==> src/rtl/row_mean_stream.sv <==
// Streaming per-row mean: accumulates SIZE_B signed samples per row, then divides the row sum
// by SIZE_B with a fixed-latency restoring divider before presenting the mean downstream.
module row_mean_stream #(
    parameter int unsigned SIZE_A = 8,
    parameter int unsigned SIZE_B = 8,
    parameter int unsigned DATA_W = 32,
    parameter int unsigned ROUND  = 0,
    localparam int unsigned RW    = (SIZE_A > 1) ? $clog2(SIZE_A) : 1
) (
    input  logic              clk,
    input  logic              rst_n,
    input  logic              in_valid,
    output logic              in_ready,
    input  logic [DATA_W-1:0] in_data,
    output logic              out_valid,
    input  logic              out_ready,
    output logic [DATA_W-1:0] out_data,
    output logic [RW-1:0]     out_row,
    output logic              out_last,
    output logic              busy
);

    localparam int unsigned ACC_W = DATA_W + $clog2(SIZE_B) + 1;
    localparam int unsigned CW    = $clog2(SIZE_B);
    localparam int unsigned NW    = $clog2(ACC_W);

    localparam logic [ACC_W-1:0] DIVISOR = ACC_W'(SIZE_B);
    localparam logic [ACC_W-1:0] RND     = ACC_W'((ROUND != 0) ? (SIZE_B / 2) : 0);

    typedef enum logic [1:0] {StAcc, StDiv, StOut} state_e;

    state_e            state_q, state_d;
    logic [ACC_W-1:0]  sum_q, sum_d;
    logic [CW-1:0]     col_q, col_d;
    logic [RW-1:0]     row_q, row_d;
    logic [ACC_W-1:0]  dvd_q, dvd_d;
    logic [ACC_W-2:0]  rem_q, rem_d;
    logic [NW-1:0]     cnt_q, cnt_d;
    logic              neg_q, neg_d;
    logic [DATA_W-1:0] out_data_q, out_data_d;

    logic [ACC_W-1:0]  sample_ext;
    logic [ACC_W-1:0]  sum_add;
    logic [ACC_W-1:0]  sum_abs;
    logic [ACC_W-1:0]  trial;
    logic              qbit;
    logic [ACC_W-1:0]  quot;
    logic [DATA_W-1:0] q_trunc;

    assign sample_ext = {{(ACC_W - DATA_W){in_data[DATA_W-1]}}, in_data};
    assign sum_add    = sum_q + sample_ext;
    assign sum_abs    = sum_add[ACC_W-1] ? (~sum_add + ACC_W'(1)) : sum_add;

    // The remainder never reaches SIZE_B, so one shifted-in dividend bit fits in ACC_W bits.
    assign trial   = {rem_q, dvd_q[ACC_W-1]};
    assign qbit    = (trial >= DIVISOR);
    assign quot    = {dvd_q[ACC_W-2:0], qbit};
    assign q_trunc = quot[DATA_W-1:0];

    always_comb begin
        state_d    = state_q;
        sum_d      = sum_q;
        col_d      = col_q;
        row_d      = row_q;
        dvd_d      = dvd_q;
        rem_d      = rem_q;
        cnt_d      = cnt_q;
        neg_d      = neg_q;
        out_data_d = out_data_q;
        in_ready   = 1'b0;
        out_valid  = 1'b0;

        unique case (state_q)
            StAcc: begin
                in_ready = 1'b1;
                if (in_valid) begin
                    sum_d = sum_add;
                    if (col_q == CW'(SIZE_B - 1)) begin
                        // Load the divider straight from the completed sum to save a cycle.
                        state_d = StDiv;
                        dvd_d   = sum_abs + RND;
                        rem_d   = '0;
                        cnt_d   = '0;
                        neg_d   = sum_add[ACC_W-1];
                    end else begin
                        col_d = col_q + CW'(1);
                    end
                end
            end
            StDiv: begin
                rem_d = qbit ? (trial[ACC_W-2:0] - DIVISOR[ACC_W-2:0]) : trial[ACC_W-2:0];
                dvd_d = quot;
                cnt_d = cnt_q + NW'(1);
                if (cnt_q == NW'(ACC_W - 1)) begin
                    state_d    = StOut;
                    out_data_d = neg_q ? (-q_trunc) : q_trunc;
                end
            end
            StOut: begin
                out_valid = 1'b1;
                if (out_ready) begin
                    state_d = StAcc;
                    sum_d   = '0;
                    col_d   = '0;
                    row_d   = (row_q == RW'(SIZE_A - 1)) ? '0 : row_q + RW'(1);
                end
            end
            default: state_d = StAcc;
        endcase
    end

    always_ff @(posedge clk) begin
        if (!rst_n) begin
            state_q    <= StAcc;
            sum_q      <= '0;
            col_q      <= '0;
            row_q      <= '0;
            dvd_q      <= '0;
            rem_q      <= '0;
            cnt_q      <= '0;
            neg_q      <= 1'b0;
            out_data_q <= '0;
        end else begin
            state_q    <= state_d;
            sum_q      <= sum_d;
            col_q      <= col_d;
            row_q      <= row_d;
            dvd_q      <= dvd_d;
            rem_q      <= rem_d;
            cnt_q      <= cnt_d;
            neg_q      <= neg_d;
            out_data_q <= out_data_d;
        end
    end

    assign out_data = out_data_q;
    assign out_row  = row_q;
    assign out_last = (row_q == RW'(SIZE_A - 1));
    assign busy     = !((state_q == StAcc) && (col_q == '0) && (row_q == '0));

endmodule

==> config.mk <==
export PLATFORM = sky130hd
export DESIGN_NAME = row_mean_stream
export DESIGN_NICKNAME = d
export VERILOG_FILES = /design/src/rtl/row_mean_stream.sv
export SDC_FILE = /design/constraint.sdc
export NUM_CORES = 1
export LEC_CHECK = 0
export ABC_CLOCK_PERIOD_IN_PS = 5800
export CAP_MARGIN = 25
export CORE_MARGIN = 10
export CORE_UTILIZATION = 50
export DETAILED_ROUTE_END_ITERATION = 10
export PLACE_DENSITY = 0.72
export SYNTH_ARGS = -nofsm -noshare
export SYNTH_HDL_FRONTEND = slang
export SYNTH_SLANG_ARGS = --single-unit
==> constraint.sdc <==
create_clock -name clk -period 5.8 [get_ports clk]
set_input_delay 0.87 -clock clk [delete_from_list [all_inputs] [get_ports clk]]
set_output_delay 0.87 -clock clk [all_outputs]
set_load 0.02 [all_outputs]
Word level (Yosys, flattened, before mapping). Cells that the tools add are included.

Mux-type cells: 27. Order comparisons: 1. Divide/modulo/power cells: 0. Equality and inequality tests: 10. Add/sub/neg operators: 7. Shifts and indexed selects: 0. Reductions and logical operators: 15. Multiply operators: 0. Bitwise operators: 1.

Operator list (number): $mux 36 (5); $pmux 36 s2 (2); $mux 35 (3); $pmux 35 s2 (1); $add 36x1->36 const B (1); $add 36x36->36 (1); $ge 36x4->1 const B (1); $not 36->36 (1); $sub 35x4->35 const B (1); $mux 32 (1); $neg 32->32 (1); $mux 3 (4); $mux 6 (2); $pmux 6 s2 (1); $ne 2x2->1 const B (5); $reduce_and 3->1 (3); $mux 2 (4); $reduce_and 4->1 (2); $add 3x1->3 const B (2); $add 6x1->6 const B (1); $eq 3x3->1 const B (2); $eq 6x6->1 const B (1); $logic_not 3->1 (2); $pmux 2 s3 (1); other kinds (9) (13).

RAM bits: 0. Bits in latches: 0. Bits of input ports: 36. Memories kept: 0. Register bits: 154. Bits in read-only memories: 0. Word-level logic and storage cells: 70. Output and inout bits: 39.

Logic depth before layout (Yosys ltp).
Depth after elaboration: 7. Mapped depth: 14. Depth with buffers taken out: 13.

Worst setup path after synthesis. Ideal clock, no wire load.

Kind: input -> register. From: input in_data[0]. To: register dvd_q[34]. Setup slack: 1.247 ns. Data required time: 5.680 ns. Arrival: 4.433 ns. Setup time: 0.120 ns. Buffers on the path: 1. Stages: 14. Cell sequence: ha_1 > inv_1 > fa_1 > nor2b_1 > o2111ai_2 > a2111o_1 > a31oi_1 > xnor2_2 > nand2b_1 > or4_1 > buf_2 > or3_1 > o31a_1 > o31a_1.

Longest elaborated chain between the ends: 7.

Ends and longest elaborated chain: start: declaration (RTL line 14) `input logic [DATA_W-1:0] in_data,`; $add 36x36->36 (*) (RTL line 51) `assign sum_add = sum_q + sample_ext;`; $not 36->36 (RTL line 52) `assign sum_abs = sum_add[ACC_W-1] ? (~sum_add + ACC_W'(1)) : sum_add;`; $add 36x1->36 (RTL line 52); $mux 36 (*) (RTL line 52); $mux 36 (*) (RTL line 78) `if (col_q == CW'(SIZE_B - 1)) begin`; $mux 36 (*) (RTL line 76) `if (in_valid) begin`; $pmux 36 s2 (*) (RTL line 73) `unique case (state_q)`; end signal: assignment (RTL line 128) `dvd_q <= dvd_d;`; end: declaration (RTL line 36) `logic [ACC_W-1:0] dvd_q, dvd_d;`.

Mark *: on every way between the ends. The rest lies on a longest branch, timed or not. The select of a mux whose other input is x is not followed. A chain may end at the register's enable or synchronous reset.

Worst setup path in the final report. Ends and elaborated chain as after synthesis.

==> impl_summary.log <==
[metrics] max-slew violation count: 0
[metrics] Congestion Overflow GR: 0
[metrics] final hold slack: 0.4477 ns
[metrics] Placement Rows: 51
[metrics] detailed-route via count: 9516
[metrics] placeable core region: 0.01959 sq mm
[metrics] clk_skew: 0.008035 ns
[metrics] filler instances: 1864
[metrics] area share of the leading cell type in the synthesized netlist: 30.74%
[metrics] VDD IR-drop max: 0.2257 mV
[metrics] die boundary height: 161.6 um
[metrics] Die Area: 0.02612 sq mm
[metrics] post-cts gate resize count: 0
[metrics] number of antenna violations at the first check in global routing: 0
[metrics] Post-synth EDFFs: 0
[metrics] clock period minus final worst setup slack: 4.949 ns
[metrics] GPL Wtd Cong: 0.9341
[metrics] count of cells along the worst register-to-register path: 13
[metrics] detailed router's first-iteration violation count: 884
[metrics] antenna viol nets, final: 0
[metrics] top flip-flop cell by instance count after synthesis: dfxtp_1
[metrics] final-report setup violation count: 0
[metrics] count of H-tree levels built during CTS: 4
[metrics] buffers added on ports: 74
[metrics] Fmax achieved: 202.1 MHz
[metrics] cell with the most instances after synthesis: nor2_1
[metrics] insertion delay to the later sink of the worst-skew pair: 0.43 ns
[metrics] global-route wire length before repair: 43760 um
[metrics] critical path data required time: 6.12 ns
[metrics] Cell Area, Synth: 0.01003 sq mm
[metrics] total leakage power: 4.257 nW
[metrics] DRC violations left: 0
[metrics] CP max FO: 6
[metrics] post-synthesis register bit count: 154
[metrics] wire length per cell: 16.46 um
[metrics] DIE WIDTH: 161.6 um
[metrics] number of warning messages in the yosys log: 0
[metrics] buffer depth of the longest clock path: 2
[metrics] total routing usage reported by global routing: 19.72%
[metrics] CP Data Arrival Time: 5.27 ns
[metrics] clock tree from TritonCTS: done
[metrics] transition time at the pin with the least slew margin: 0.9853 ns
[metrics] cell depth of the worst hold path: 2
[metrics] CP startpoint kind: input port
[metrics] total wire length: 26240 um
[metrics] setup repair after global routing missed its margin: false
[metrics] post-CTS setup buffer count: 0
[metrics] final worst-path cycle share: 85.33%
[metrics] pin count of the biggest net entering global routing: 72
[metrics] count of distinct cell types in the synthesized netlist: 88
[metrics] class of the tightest hold or removal check: register to register
[metrics] Max-slew headroom: 34.31%
[metrics] post-synth net total: 1369
[metrics] starting utilization of the core area: 51.19%
[metrics] Critical Path End Type: register
[metrics] Post-Syn Instances: 1287
[metrics] library cell occupying the most area in the post-synthesis netlist: dfxtp_1
[metrics] Pwr per Cell Area: 274.5 mW/mm^2
[metrics] top cell types by occurrence after synthesis: 167 x nor2_1, 154 x dfxtp_1, 129 x nand2_1
[metrics] post-route cell area: 0.01149 sq mm
[metrics] number of antenna diodes: 0
[metrics] proportion of synthesized flip-flops having asynchronous set or reset: 0%
[metrics] via count normalized by instance count: 5.970
[metrics] CTS root buffer: clkbuf_16
[metrics] Area after DPL: 0.01091 sq mm
[metrics] Layout area overhead: 14.54%
[metrics] final total negative setup slack: 0 ns
[metrics] start-to-end type of the worst setup path: input port to register
[metrics] largest cells by area after synthesis: dfxtp_1 31%, nor2_1 6.3%, xor2_1 6.0%
[metrics] clock buffers created by TritonCTS: 17
[metrics] count of TritonRoute iterations in the first routing pass: 5
[metrics] number of max-cap violations: 0
[metrics] fin nets: 1400
[metrics] clock-pin transition on the worst setup and hold timing paths: 0.06 ns
[metrics] HPWL after detailed placement: 19130 um
[metrics] hold violation total from the final report: 0
[metrics] number of placed I/O pins: 75
[metrics] average instance area after synthesis: 7.792 sq um
[metrics] TritonCTS sink count: 154
[metrics] outcome: finished clean
[metrics] proportion of synthesized chip area in sequential cells: 30.74%
[metrics] number of global-route vias before repair: 8689
[metrics] Final Util: 58.63%
[metrics] number of buffers added to fix hold violations after cts: 0
[metrics] fraction of layout cells with a size suffix above 1: 5.794%
[power by group]
part | internal, W | switching, W | total (W)
Sequential | 0.00109 | 0.0000184 | 0.00111
Combinational | 0.000334 | 0.000572 | 0.000907
Clock | 0.000673 | 0.000464 | 0.00114
[area by class of cell]
cell class	instances	area [sq um]	share of cell area [%]
multi-input cells	1035	6545	56.98
flip-flops and latches	154	3083	26.84
repair buffers	87	858.3	7.473
clock buffers	19	432.9	3.769
well taps	265	331.6	2.887
clock inverters	11	146.4	1.275
inverters	23	88.84	0.7734
[flip-flops by register name, indices dropped and copies added (netlist names)]
register / cells
dvd_q: 36
neg_q: 1
rem_q: 35
state_q: 2
out_row: 3
cnt_q: 6
sum_q: 36
out_data: 32
col_q: 3
[cell usage in the layout, fill, tap and decap left out, drive strengths merged, types with 4 or more instances in the layout]
cell type,count
a211oi,38
o22ai,7
a41oi,4
nor2,167
or3,14
and4,4
xor2,69
a21boi,7
and2,14
o211ai,5
a221oi,4
nand4,16
nor3,31
o21ai,63
nand3,32
o21a,6
or2,5
buf,13
clkdlybuf4s50,74
mux2i,7
a21oi,111
ha,45
nand2,132
a21o,14
nor4,19
nand2b,9
nor2b,8
and3,9
xnor2,38
a31oi,9
o31ai,13
dfxtp,154
or4,13
inv,26
clkbuf,19
o31a,6
o41ai,9
a22oi,65
[kinds of logic (layout without fill, tap and decap cells)]
kind of cell | Yosys count | count (layout) | synth area share, %
AND/OR/NAND/NOR | 483 | 483 | 23.11
AO/OA/AOI/OAI | 392 | 392 | 26.03
flip-flops | 154 | 154 | 30.74
XOR/XNOR | 107 | 107 | 9.420
buffers and inverters | 98 | 140 | 4.192
adder cells (fa/ha/maj) | 46 | 46 | 5.814
multiplexers | 7 | 7 | 0.6987
[per-stage QoR]
stage                     power, W  setup slack [ns]  std cells
after floorplan           0.001805             1.247       1287
after global placement    0.002008            0.5704       1563
after detailed placement  0.002019            0.4531       1564
after CTS                 0.003148            0.8712       1594
after global routing      0.003307            0.6159       1594
final                     0.003153            0.8511       1594
[path summary, 6_finish.rpt]
path | from | to | slack (ns)
setup reg to reg | sum_q[0]$_SDFFE_PN0P_ | dvd_q[34]$_SDFFE_PN0P_ | 1.41
hold / removal | dvd_q[35]$_SDFFE_PN0P_ | rem_q[0]$_SDFFE_PN0P_ | 0.45
setup / recovery | in_data[0] | dvd_q[34]$_SDFFE_PN0P_ | 0.85
hold reg to reg | dvd_q[35]$_SDFFE_PN0P_ | rem_q[0]$_SDFFE_PN0P_ | 0.45
[worst max-delay path, stage by stage]
cell and delay, ns:
clkdlybuf4s50_1 0.46, ha_1 0.21, inv_1 0.07, fa_1 0.43, nor2b_1 0.26, o2111ai_2 0.18
a2111o_1 0.55, a31oi_1 0.34, xnor2_2 0.20, nand2b_1 0.15, or4_1 0.65, or3_1 0.38
o31a_1 0.25, o31a_1 0.28
[metal layers]
metal	vias up	track usage, %	routed length [um]
met1	4437	28.71	13550
met5	-	0	0
met4	0	5.376	343
met2	269	29.04	10970
met3	30	3.457	1377
li1	4780	-	-
No activity file was read; power rests on OpenSTA's default activity.
